[src/rtl/imm_gen_pipe.sv]
// imm_gen_pipe: decode-stage immediate generator with a registered 2-entry
// skid buffer and valid/ready handshakes on both sides. A sideband tag rides
// along with each immediate.
// Optional feature macro: IMM_GEN_ILLEGAL_SRC_EN adds the out_err port, which
// flags entries whose immediate source select was the reserved code 3'b111.
module imm_gen_pipe #(
  parameter int XLEN  = 32,
  parameter int TAG_W = 32
) (
  input  logic             clk,
  input  logic             rst,
  input  logic             flush,
  input  logic             in_valid,
  output logic             in_ready,
  input  logic [31:0]      in_instr,
  input  logic [2:0]       in_imm_src,
  input  logic [TAG_W-1:0] in_tag,
  output logic             out_valid,
  input  logic             out_ready,
  output logic [XLEN-1:0]  out_imm,
  output logic [TAG_W-1:0] out_tag
`ifdef IMM_GEN_ILLEGAL_SRC_EN
  ,
  output logic             out_err
`endif
);

  typedef enum logic [1:0] {
    EMPTY = 2'd0,
    BUSY  = 2'd1,
    FULL  = 2'd2
  } StateType;

  StateType state;
  StateType nextState;

  logic [31:0]      rawImm;
  logic             signExt;
  logic             illegalSrc;
  logic [5:0]       shamt;
  logic [XLEN-1:0]  decImm;
  logic             inFire;
  logic             outFire;
  logic             loadOut;
  logic             loadSkid;
  logic             outFromSkid;
  logic [XLEN-1:0]  skidImm;
  logic [TAG_W-1:0] skidTag;
  logic             unusedOpcode;

  // The opcode field never contributes to an immediate.
  assign unusedOpcode = ^in_instr[6:0];

  // Shift amounts are 5 bits on RV32 and 6 bits on RV64.
  assign shamt = (XLEN == 64) ? in_instr[25:20] : {1'b0, in_instr[24:20]};

  // Extract the 32-bit immediate for the selected format; signExt says
  // whether bit 31 replicates upward when XLEN is wider than 32.
  always_comb begin
    rawImm     = '0;
    signExt    = 1'b0;
    illegalSrc = 1'b0;
    case (in_imm_src)
      3'b000: begin
        rawImm  = {{20{in_instr[31]}}, in_instr[31:20]};
        signExt = 1'b1;
      end
      3'b001: begin
        rawImm  = {{20{in_instr[31]}}, in_instr[31:25], in_instr[11:7]};
        signExt = 1'b1;
      end
      3'b010: begin
        rawImm  = {{19{in_instr[31]}}, in_instr[31], in_instr[7],
                   in_instr[30:25], in_instr[11:8], 1'b0};
        signExt = 1'b1;
      end
      3'b011: begin
        rawImm  = {{11{in_instr[31]}}, in_instr[31], in_instr[19:12],
                   in_instr[20], in_instr[30:21], 1'b0};
        signExt = 1'b1;
      end
      3'b100: begin
        rawImm  = {in_instr[31:12], 12'b0};
        signExt = 1'b1;
      end
      3'b101: rawImm = {27'b0, in_instr[19:15]};
      3'b110: rawImm = {26'b0, shamt};
      default: illegalSrc = 1'b1;
    endcase
  end

  assign decImm = signExt ? XLEN'($signed(rawImm)) : XLEN'(rawImm);

  assign in_ready  = (state != FULL);
  assign out_valid = (state != EMPTY);
  assign inFire    = in_valid & in_ready;
  assign outFire   = out_valid & out_ready;

  // Buffer occupancy register.
  always_ff @(posedge clk or posedge rst) begin
    if (rst) state <= EMPTY;
    else     state <= nextState;
  end

  // Next occupancy and which data register loads; flush overrides everything.
  always_comb begin
    nextState   = state;
    loadOut     = 1'b0;
    loadSkid    = 1'b0;
    outFromSkid = 1'b0;
    if (flush) begin
      nextState = EMPTY;
    end else begin
      case (state)
        EMPTY: begin
          if (inFire) begin
            nextState = BUSY;
            loadOut   = 1'b1;
          end
        end
        BUSY: begin
          if (inFire && outFire) begin
            loadOut = 1'b1;
          end else if (inFire) begin
            nextState = FULL;
            loadSkid  = 1'b1;
          end else if (outFire) begin
            nextState = EMPTY;
          end
        end
        FULL: begin
          if (outFire) begin
            nextState   = BUSY;
            outFromSkid = 1'b1;
          end
        end
        default: nextState = EMPTY;
      endcase
    end
  end

  // Output register: loads fresh decode, or the skid entry when draining FULL.
  always_ff @(posedge clk or posedge rst) begin
    if (rst) begin
      out_imm <= '0;
      out_tag <= '0;
    end else if (outFromSkid) begin
      out_imm <= skidImm;
      out_tag <= skidTag;
    end else if (loadOut) begin
      out_imm <= decImm;
      out_tag <= in_tag;
    end
  end

  // Skid register: holds the second entry while the consumer stalls.
  always_ff @(posedge clk or posedge rst) begin
    if (rst) begin
      skidImm <= '0;
      skidTag <= '0;
    end else if (loadSkid) begin
      skidImm <= decImm;
      skidTag <= in_tag;
    end
  end

`ifdef IMM_GEN_ILLEGAL_SRC_EN
  logic skidErr;

  // Illegal-source flag travels through the buffer alongside its entry.
  always_ff @(posedge clk or posedge rst) begin
    if (rst) begin
      out_err <= 1'b0;
      skidErr <= 1'b0;
    end else begin
      if (outFromSkid)  out_err <= skidErr;
      else if (loadOut) out_err <= illegalSrc;
      if (loadSkid)     skidErr <= illegalSrc;
    end
  end
`else
  logic unusedIllegal;

  // Without the error port the reserved code just decodes to zero.
  assign unusedIllegal = illegalSrc;
`endif

endmodule

[config.mk]
export PLATFORM = sky130hd
export DESIGN_NAME = imm_gen_pipe
export DESIGN_NICKNAME = d
export VERILOG_FILES = /design/src/rtl/imm_gen_pipe.sv
export SDC_FILE = /design/constraint.sdc
export NUM_CORES = 1
export LEC_CHECK = 0
export CAP_MARGIN = 25
export CORE_ASPECT_RATIO = 1.75
export CORE_UTILIZATION = 29
export CTS_CLUSTER_SIZE = 28
export DETAILED_ROUTE_END_ITERATION = 12
export SLEW_MARGIN = 5
export SYNTH_ARGS = -nofsm -noshare
export SYNTH_HDL_FRONTEND = slang
export SYNTH_SLANG_ARGS = --single-unit
[constraint.sdc]
create_clock -name clk -period 5.2 [get_ports clk]
set_input_delay 1.04 -clock clk [delete_from_list [all_inputs] [get_ports clk]]
set_output_delay 1.04 -clock clk [all_outputs]
set_load 0.01 [all_outputs]
==> metrics.cfg, run 1 <==
[status]
status = finished clean

[cts]
clk_latency_ps = 420
numCtsBuffers = 17
cts_buffer_depth = 2
root_buffer = clkbuf_16
postCtsSetupBuffers = 0
path_clk_slew_ps = 60
cts_sinks = 130
h-tree-depth = 4
cts_tree = yes
ctsHoldBuffers = 0
ctsResizeCount = 0

[global_route]
grt_pass1_wl_um = 24500
grt_max_degree = 92
grt_pass1_vias = 4789
grt_antenna_before_repair = 0
grt_usage = 0.158
grt.overflow.total = 0

[critical_path]
path_max_fanout = 18
required_ps = 5500
arrival_ps = 3110
crit_start = in_imm_src[1]
criticalPathCategory = in2reg
start_kind = input port
regToRegStartpoint = state[1]$_DFFE_PP0P_
r2r_slack_ps = 3200
crit_path_end_kind = flip-flop

[layout]
area_growth_pct = 37.7
fillerInstances = 1874
multi_input_area_sq_mm = 0.00210
utilization = 0.407
seq_area_sq_mm = 0.00325
insertedDiodeCount = 0
final_nets = 705
finalInstanceArea_sq_mm = 0.00778
layout-drive-gt1-share = 0.130

[synthesis]
synthMuxAreaShare = 0.0932
syn_avg_cell_area_sq_um = 11.0
ys_ff_latch = 130
synth_compound_area_frac = 0.203
yosysWarnings = 0
ys_types = 35
synthXorXnorAreaFrac = 0.00155
synth_cells = 512
synth_area_sq_mm = 0.00565
syn_nets = 584
ys_seq_area_frac = 0.576
synth_top_family_by_area = compound AO/OA/AOI/OAI gates
synthAdderAreaFrac = 0
synth-simple-area-share = 0.0713

[floorplan]
dieArea_sq_mm = 0.0201
row_count = 67
die_width_um = 108
start_util = 0.296
die_height_um = 187
core_area_sq_mm = 0.0191
io_pins = 138

[route]
viasPerCell = 5.01
dr.pass1.iters = 4
routedWlPerCell_um = 17.1
ant_nets = 0
finalWirelength_um = 15200
drcViolationCount = 0
vias = 4448
first_iter_violations = 99

[timing]
setup_violations = 0
period_share = 0.541
holdWs_ps = 480
timing.final.ws_setup_ps = 2390
worst_slew_pin_slew_ps = 814
maxSlewViolCount = 0
hold_viol_final = 0
rsz0062_at_grt = no
maxSlewHeadroom = 0.458
tns_ps = 0
fin_crit_ps = 2810
finClkSkew_ps = 8.13
max_freq_mhz = 356

[min_path]
min-delay-start = skidImm[5]$_DFFE_PP0P_
min_path_type = reg2reg

[place]
dpl_worst_slack_ps = 1930
numPortBuffers = 130
gp_congestion = 0.736
hpwlAfterDp_um = 10100
place_area_sq_mm = 0.00717

[power_and_ir_drop]
total_leakage_power_nw = 3.45
vdd_ir_drop_max_mv = 0.210
p_per_area_mw_per_mm2 = 406

[run]
drv_cap = 0

==> path summary, 6_finish.rpt <==
kind | end | cells after the start
max | skidImm[2]$_DFFE_PP0P_ | 5
max in group asynchronous | skidImm[19]$_DFFE_PP0P_ | 3
min reg2reg | skidImm[5]$_DFFE_PP0P_ | 2
max reg2reg | out_tag[25]$_DFFE_PP0P_ | 5
min in group asynchronous | out_tag[2]$_DFFE_PP0P_ | 2
min | skidImm[5]$_DFFE_PP0P_ | 2
==> area by class of cell <==
| cell class | instances | share of cell area |
|---|---|---|
| clock inverters | 14 | 0.0212 |
| repair buffers | 140 | 0.182 |
| multi-input cells | 311 | 0.269 |
| clock buffers | 18 | 0.0551 |
| inverters | 33 | 0.0162 |
| flip-flops and latches | 130 | 0.418 |
| well taps | 241 | 0.0387 |
==> layer usage <==
| layer | up-vias | global-route usage | wire [um] |
|---|---|---|---|
| met1 | 2243 | 0.180 | 6100 |
| met2 | 119 | 0.283 | 8170 |
| met3 | 16 | 0.0360 | 717 |
| met5 | - | 0 | 0 |
| met4 | 0 | 0.0553 | 208 |
| li1 | 2070 | - | - |
==> flip-flops by register name, indices dropped and copies added, names as in the netlist <==
| register | count |
|---|---|
| skidImm | 32 |
| skidTag | 32 |
| state | 2 |
| out_tag | 32 |
| out_imm | 32 |
==> cells in the mapped netlist <==
| master | n | area share |
|---|---|---|
| o21ai_1 | 1 | 0.00088 |
| buf_6 | 2 | 0.0040 |
| and2_0 | 1 | 0.0011 |
| a22o_1 | 5 | 0.0077 |
| a22oi_1 | 16 | 0.021 |
| buf_1 | 4 | 0.0027 |
| nand2_1 | 34 | 0.023 |
| nor2b_1 | 9 | 0.010 |
| o21ai_0 | 36 | 0.032 |
| clkbuf_1 | 15 | 0.010 |
| dfrtp_1 | 130 | 0.58 |
| a21o_1 | 4 | 0.0053 |
| o22ai_1 | 31 | 0.034 |
| or2_2 | 1 | 0.0011 |
| nor2_1 | 15 | 0.010 |
| o21bai_1 | 1 | 0.0013 |
| buf_4 | 3 | 0.0040 |
| and4bb_1 | 1 | 0.0022 |
| nor3_1 | 2 | 0.0018 |
| nor3b_4 | 1 | 0.0033 |
| o22a_1 | 8 | 0.012 |
| a211oi_1 | 1 | 0.0013 |
| nand2b_1 | 7 | 0.0077 |
| mux2_2 | 37 | 0.074 |
| a21oi_4 | 1 | 0.0029 |
| nor3b_1 | 1 | 0.0013 |
| nand3b_1 | 1 | 0.0013 |
| and2_1 | 7 | 0.0077 |
| nand2_2 | 1 | 0.0011 |
| xor2_1 | 1 | 0.0015 |
| a221o_1 | 18 | 0.032 |
| a21oi_1 | 59 | 0.052 |
| inv_1 | 33 | 0.022 |
| mux2i_1 | 11 | 0.019 |
| buf_2 | 14 | 0.012 |
==> stage by stage <==
stage                     power [mW]  instances
final                           3.16        887
after CTS                       3.20        886
after floorplan                 1.64        512
after detailed placement        1.97        854
after global placement          1.94        854
after global routing            3.31        887
==> power by group <==
part | leakage [nW] | internal (mW) | total, mW | switching, mW
Combinational | 1.56 | 0.349 | 0.606 | 0.257
Sequential | 1.60 | 1.22 | 1.34 | 0.119
Clock | 0.289 | 0.751 | 1.21 | 0.459
==> worst max-delay path, stage by stage <==
cell             delay, ps
clkdlybuf4s50_1        890
xor2_1                 480
mux2i_1                270
mux2i_1                150
mux2_2                 290
==> cells in the final DEF, fill, tap and decap left out, drive strengths merged, types with 2 or more instances in the layout <==
| cell | n |
|---|---|
| a22oi | 16 |
| nand2b | 7 |
| o22ai | 31 |
| o22a | 8 |
| buf | 10 |
| bufinv | 3 |
| clkdlybuf4s50 | 130 |
| o21ai | 37 |
| mux2i | 11 |
| inv | 33 |
| nor3 | 2 |
| nor3b | 2 |
| a21oi | 60 |
| mux2 | 37 |
| clkinv | 9 |
| a221o | 18 |
| a22o | 5 |
| nor2b | 9 |
| a21o | 4 |
| clkinvlp | 2 |
| nor2 | 15 |
| clkbuf | 18 |
| and2 | 8 |
| nand2 | 35 |
| dfrtp | 130 |
==> kinds of logic (layout without fill, tap and decap cells) <==
kind of cell,Yosys count,after routing
AO/OA/AOI/OAI,181,181
AND/OR/NAND/NOR,81,81
multiplexers,48,48
XOR/XNOR,1,1
flip-flops,130,130
buffers and inverters,71,205
No activity file was read; power rests on OpenSTA's default activity.
==> inputs of run 2 (changes only) <==
==> constraint.sdc (replaced) <==
create_clock -name clk -period 2.6 [get_ports clk]
set_input_delay 0.52 -clock clk [delete_from_list [all_inputs] [get_ports clk]]
set_output_delay 0.52 -clock clk [all_outputs]
set_load 0.01 [all_outputs]
==> run 2 against run 1 <==
Compared with the run above:
- first-iteration DRC count increased by 60%
- via count increased by 0.88%
- register-to-register slack got worse by 2300 ps
- wire length decreased by 1.2%
- flip-flop and latch count unchanged
- combinational power increased by 100%
- clock power increased by 98%
- power increased by 100%
==> metrics.cfg, run 2 (synthesis gave the netlist of run 1 again) <==
[layout]
multi_input_area_sq_mm = 0.00210  ; unchanged
area_growth_pct = 40.2  ; was 37.7%
finalInstanceArea_sq_mm = 0.00792  ; was 0.00778 sq mm
fillerInstances = 1863  ; was 1,874
layout-drive-gt1-share = 0.147  ; was 0.130
final_nets = 720  ; was 705
seq_area_sq_mm = 0.00325  ; unchanged
insertedDiodeCount = 0  ; unchanged
final_cell_mix = clkdlybuf4s50_1, dfrtp_1, a21oi_1, mux2_2, o21ai_0  ; unchanged

[global_route]
grt_max_degree = 67  ; was 92
grt_antenna_before_repair = 0  ; unchanged
grt.overflow.total = 0  ; unchanged
grt_pass1_vias = 4798  ; was 4,789
grt_usage = 0.157  ; was 0.158
grt_pass1_wl_um = 24400  ; was 24,500 um

[cts]
path_clk_slew_ps = 60  ; about the same
ctsResizeCount = 0  ; unchanged
numCtsBuffers = 17  ; unchanged
root_buffer = clkbuf_16  ; unchanged
clk_latency_ps = 410  ; was 420 ps
cts_sinks = 130  ; unchanged
h-tree-depth = 4  ; unchanged
ctsHoldBuffers = 0  ; unchanged
cts_buffer_depth = 2  ; unchanged
postCtsSetupBuffers = 0  ; unchanged
cts_tree = yes  ; unchanged

[timing]
holdWs_ps = 472  ; was 480 ps
maxSlewViolCount = 0  ; unchanged
tns_ps = 0  ; unchanged
period_share = 0.856
setup_violations = 0  ; unchanged
max_freq_mhz = 449
hold_viol_final = 0  ; unchanged
worst_slew_pin_slew_ps = 756  ; was 814 ps
maxSlewHeadroom = 0.495  ; was 0.458
finClkSkew_ps = 12.2  ; was 8.13 ps
rsz0062_at_grt = no  ; unchanged
fin_crit_ps = 2230

[route]
dr.pass1.iters = 4  ; unchanged
vias = 4487  ; was 4,448
viasPerCell = 4.99  ; was 5.01
routedWlPerCell_um = 16.7  ; was 17.1 um
first_iter_violations = 158  ; was 99
drcViolationCount = 0  ; unchanged
ant_nets = 0  ; unchanged
finalWirelength_um = 15000  ; was 15,200 um

[status]
status = finished clean  ; unchanged

[place]
gp_congestion = 0.802  ; was 0.736
hpwlAfterDp_um = 10500  ; was 10,100 um
numPortBuffers = 130  ; unchanged
place_area_sq_mm = 0.00733  ; was 0.00717 sq mm

[critical_path]
crit_start = state[1]$_DFFE_PP0P_  ; was in_imm_src[1]
regToRegStartpoint = state[1]$_DFFE_PP0P_  ; unchanged
arrival_ps = 1710  ; was 3110 ps
required_ps = 2080  ; was 5500 ps
path_max_fanout = 7  ; was 18
cpPeakStageDelay_ps = 480  ; was 890 ps
crit_path_end_kind = output port  ; was flip-flop
path_cells = nor2b_1, inv_1, clkdlybuf4s50_1  ; was clkdlybuf4s50_1, xor2_1, mux2i_1, mux2i_1, mux2_2
start_kind = flip-flop  ; was input port
criticalPathCategory = reg2out  ; was in2reg
cp_slowest_cell = dfrtp_1  ; was clkdlybuf4s50_1

[floorplan]
dieArea_sq_mm = 0.0201  ; unchanged
die_width_um = 108  ; unchanged
start_util = 0.296  ; unchanged
io_pins = 138  ; unchanged
die_height_um = 187  ; unchanged
row_count = 67  ; unchanged
core_area_sq_mm = 0.0191  ; unchanged

[power_and_ir_drop]
pwr-share-clk = 0.380  ; was 0.383
vdd_ir_drop_max_mv = 0.400  ; was 0.210 mV
p_per_area_mw_per_mm2 = 799  ; was 406 mW/mm^2
switchingPower_mw = 1.62  ; was 835 uW
swShare = 0.256  ; was 0.264
total_power_mw = 6.33  ; was 3.16 mW
total_leakage_power_nw = 3.53  ; was 3.45 nW
combPwrFrac = 0.195  ; was 0.192
seqPwrFrac = 0.425  ; about the same
p_int_mw = 4.71  ; was 2.32 mW

[min_path]
min-delay-start = skidImm[9]$_DFFE_PP0P_  ; was skidImm[5]$_DFFE_PP0P_
min_path_type = reg2reg  ; unchanged

[run]
drv_cap = 0  ; unchanged

## run 2: worst max-delay path, delay by kind of cell, from the launching register on
kind	cells	cell delay [ps]
buf+inv	2	550
flops	1	480
simple gates	1	260
## run 2: layer usage
metal  vias up  GRT usage  wire [um]
li1       2105          -          -
met1      2241      0.174       6040
met2       125      0.280       7980
met3        16     0.0377        715
met4         0     0.0659        268
met5         -          0          0
## run 2: layout make-up
cell class                      instances  area share
Tap cell                              241      0.0381
Inverter                               33      0.0161
Clock inverter                         10      0.0171
Multi-Input combinational cell        311       0.265
Clock buffer                           20      0.0577
Sequential cell                       130       0.411
Timing Repair Buffer                  155       0.196
## run 2: worst paths after layout
kind                                      endpoint  slack [ps]  depth (start not counted)
hold reg to reg             skidImm[9]$_DFFE_PP0P_         470                          2
setup reg to reg            out_imm[7]$_DFFE_PP0P_         940                          4
min in group asynchronous   out_imm[7]$_DFFE_PP0P_         590                          2
max in group asynchronous  out_imm[14]$_DFFE_PP0P_        1360                          3
hold / removal              skidImm[9]$_DFFE_PP0P_         470                          2
setup / recovery                          in_ready         370                          3
## run 2: stage by stage
stage / utilization / setup WS (ps) / instances
floorplan: - / 471 / 512
global placement: 0.383 / 359 / 870
finish: 0.414 / 374 / 900
detailed placement: 0.383 / 281 / 870
global route: 0.414 / 316 / 900
CTS: 0.414 / 358 / 900
## run 2: power by group through the flow
stage | sequential, mW | clock, mW | combinational, mW
CTS | 2.69 | 2.47 | 1.26
finish | 2.69 | 2.40 | 1.24
global route | 2.74 | 2.56 | 1.36
floorplan | 2.74 | 0 | 0.550
global placement | 2.69 | 0 | 1.22
detailed placement | 2.72 | 0 | 1.25
==> variant, RTL diff (config.mk and constraints of run 1) <==
Add a define of `IMM_GEN_ILLEGAL_SRC_EN`.
--- a/src/rtl/imm_gen_pipe.sv
+++ b/src/rtl/imm_gen_pipe.sv
@@ -3,6 +3,8 @@
 // along with each immediate.
 // Optional feature macro: IMM_GEN_ILLEGAL_SRC_EN adds the out_err port, which
 // flags entries whose immediate source select was the reserved code 3'b111.
+`define IMM_GEN_ILLEGAL_SRC_EN
+
 module imm_gen_pipe #(
   parameter int XLEN  = 32,
   parameter int TAG_W = 32
Formal check against the unedited RTL (old outputs only; new: out_err): equivalent (Yosys induction, for registers that start in step).
==> variant against run 1 <==
- first-iteration DRC count increased by 66%
- synthesized area up 1.6%
- sequential cell count up 2
- worst setup slack lost 0.22 ns
- via count increased by 0.56%
- global-route usage up 0.12 points
- routed wire length is 3.0% higher
- critical path depth increased by 2
- register-to-register slack worse by 0.27 ns
- critical path type unchanged
- non-clock buffer count is 1 higher
- total power is 1.1% lower
- count of clock-buffer cells in the layout is the same
- design area increased by 0.80%
==> variant: results (changes against run 1) <==
Detailed routing
  – Antenna-violating nets left: 0 (unchanged)
  – Vias: 4473 (+0.56%)
  – Final wirelength: 15640 um (+3.0%)
  – Metal-1 WL: 6199 um (+1.7%)
  – Drt via density: 4.998 (-0.34%)
  – Number of DRC markers in iteration 0: 164 (+66%)
  – DRT Pass-1 Iters: 5 (+1)
  – Met2 wire length: 8541 um (+4.6%)
  – Metal3 WL: 615 um (-14%)

Logic synthesis
  – Synth warn: 0 (unchanged)
  – Synth Net Count: 593 (+1.5%)
  – Seq/Total Area, Yosys: 57.50% (about the same)
  – Synth cell types: 33 (-5.7%)
  – Xor/xnor share of the synthesized area: 0.1525% (-0.0025 points)
  – Post-synthesis compound-gate area fraction: 20.15% (-0.20 points)
  – Synth area leaders: dfrtp_1, mux2_2, a21oi_1
  – Mux share of post-synthesis cell area: 9.170% (-0.15 points)
  – Syn avg cell area: 11.03 um^2 (-0.12%)
  – Most instantiated cells after synthesis: dfrtp_1, a21oi_1, o21ai_0

Setup path
  – Worst reg-to-reg setup slack: 2.93 ns (-0.27 ns)
  – Crit path largest cell delay: 0.70 ns (-0.19 ns)
  – Slowest stage cell, crit path: a21oi_4
  – Worst path top cell family by delay: buffers and inverters
  – Critical path peak fanout: 39 (+21)
  – Depth of the worst register-to-register path: 6 (+1)
  – Worst Setup EP: out_imm[2]$_DFFE_PP0P_
  – Critical Path Source: flush
  – Crit path DAT: 3.36 ns (+0.25 ns)

Hold path
  – Worst Hold Path EP: skidImm[10]$_DFFE_PP0P_
  – Min-delay src: skidImm[10]$_DFFE_PP0P_

Pwr
  – P_comb: 612 uW (+1%)
  – Sw Ratio: 27.45% (+1.0 points)
  – Leak Pwr: 0.003476 uW (+0.67%)
  – Maximum vdd drop: 0.1873 mV (-11%)
  – Clk pwr: 1150 uW (-5%)

Global routing
  – Global-route wire length before repair: 25100 um (+2.4%)
  – Vias in the first global route: 4810 (+0.44%)
  – Total track usage: 15.91% (+0.12 points)
  – Met3 Use GR: 3.009% (-0.59 points)
  – GR Util met1: 17.74% (-0.23 points)
  – Pin count of the biggest net entering global routing: 104 (+13%)
  – Met2 usage: 28.96% (+0.63 points)

Timing
  – Slew of the pin with the lowest slew margin: 0.8449 ns (+0.03116 ns)
  – Final Max Slew Viols: 0 (unchanged)
  – Clock Skew: 0.01298 ns (+0.004844 ns)

Finish
  – Layout cells sized above 1: 12.54% (-0.46 points)
  – Fin nets: 713 (+1.1%)
  – FILL cells: 1917 (+2.3%)

Place
  – Port bufs: 131 (+0.77%)
  – DP Cell Count: 861 (+0.82%)
  – Detail Placement HPWL: 10280 um (+1.8%)
  – GP Congestion: 0.7429 (+0.98%)

Run status
  – Outcome: finished, final reports clean
variant: cell count changes after synthesis, moves of 2 or more:
cell,before,now
buf_2,14,10
buf_6,2,6
clkbuf_1,15,17
dfrtp_1,130,132
mux2_1,0,3
mux2_2,37,34
nand2_1,34,37
o21ai_0,36,38
variant: area by class of cell:
cell class	count	area, um^2	share of cell area, %
clock buffer	18	439.2	5.596
multi-input combinational	316	2116	26.96
sequential	132	3303	42.09
timing repair buffer	141	1431	18.24
inverter	33	128.9	1.642
tap	241	301.5	3.842
clock inverter	14	127.6	1.626
variant: stage by stage:
stage	total power, uW	utilization, %	hold WS, ns	cell area (um^2)	setup slack (ns)
CTS	3169	40.45	0.4763	7800	2.133
detailed placement	1995	37.51	0.4631	7233	1.707
global route	3289	40.70	0.5008	7848	1.975
finish	3124	40.70	0.4741	7848	2.172
global placement	1963	37.51	0.4537	7233	1.754
floorplan	1663	-	0.4418	5744	0.6340
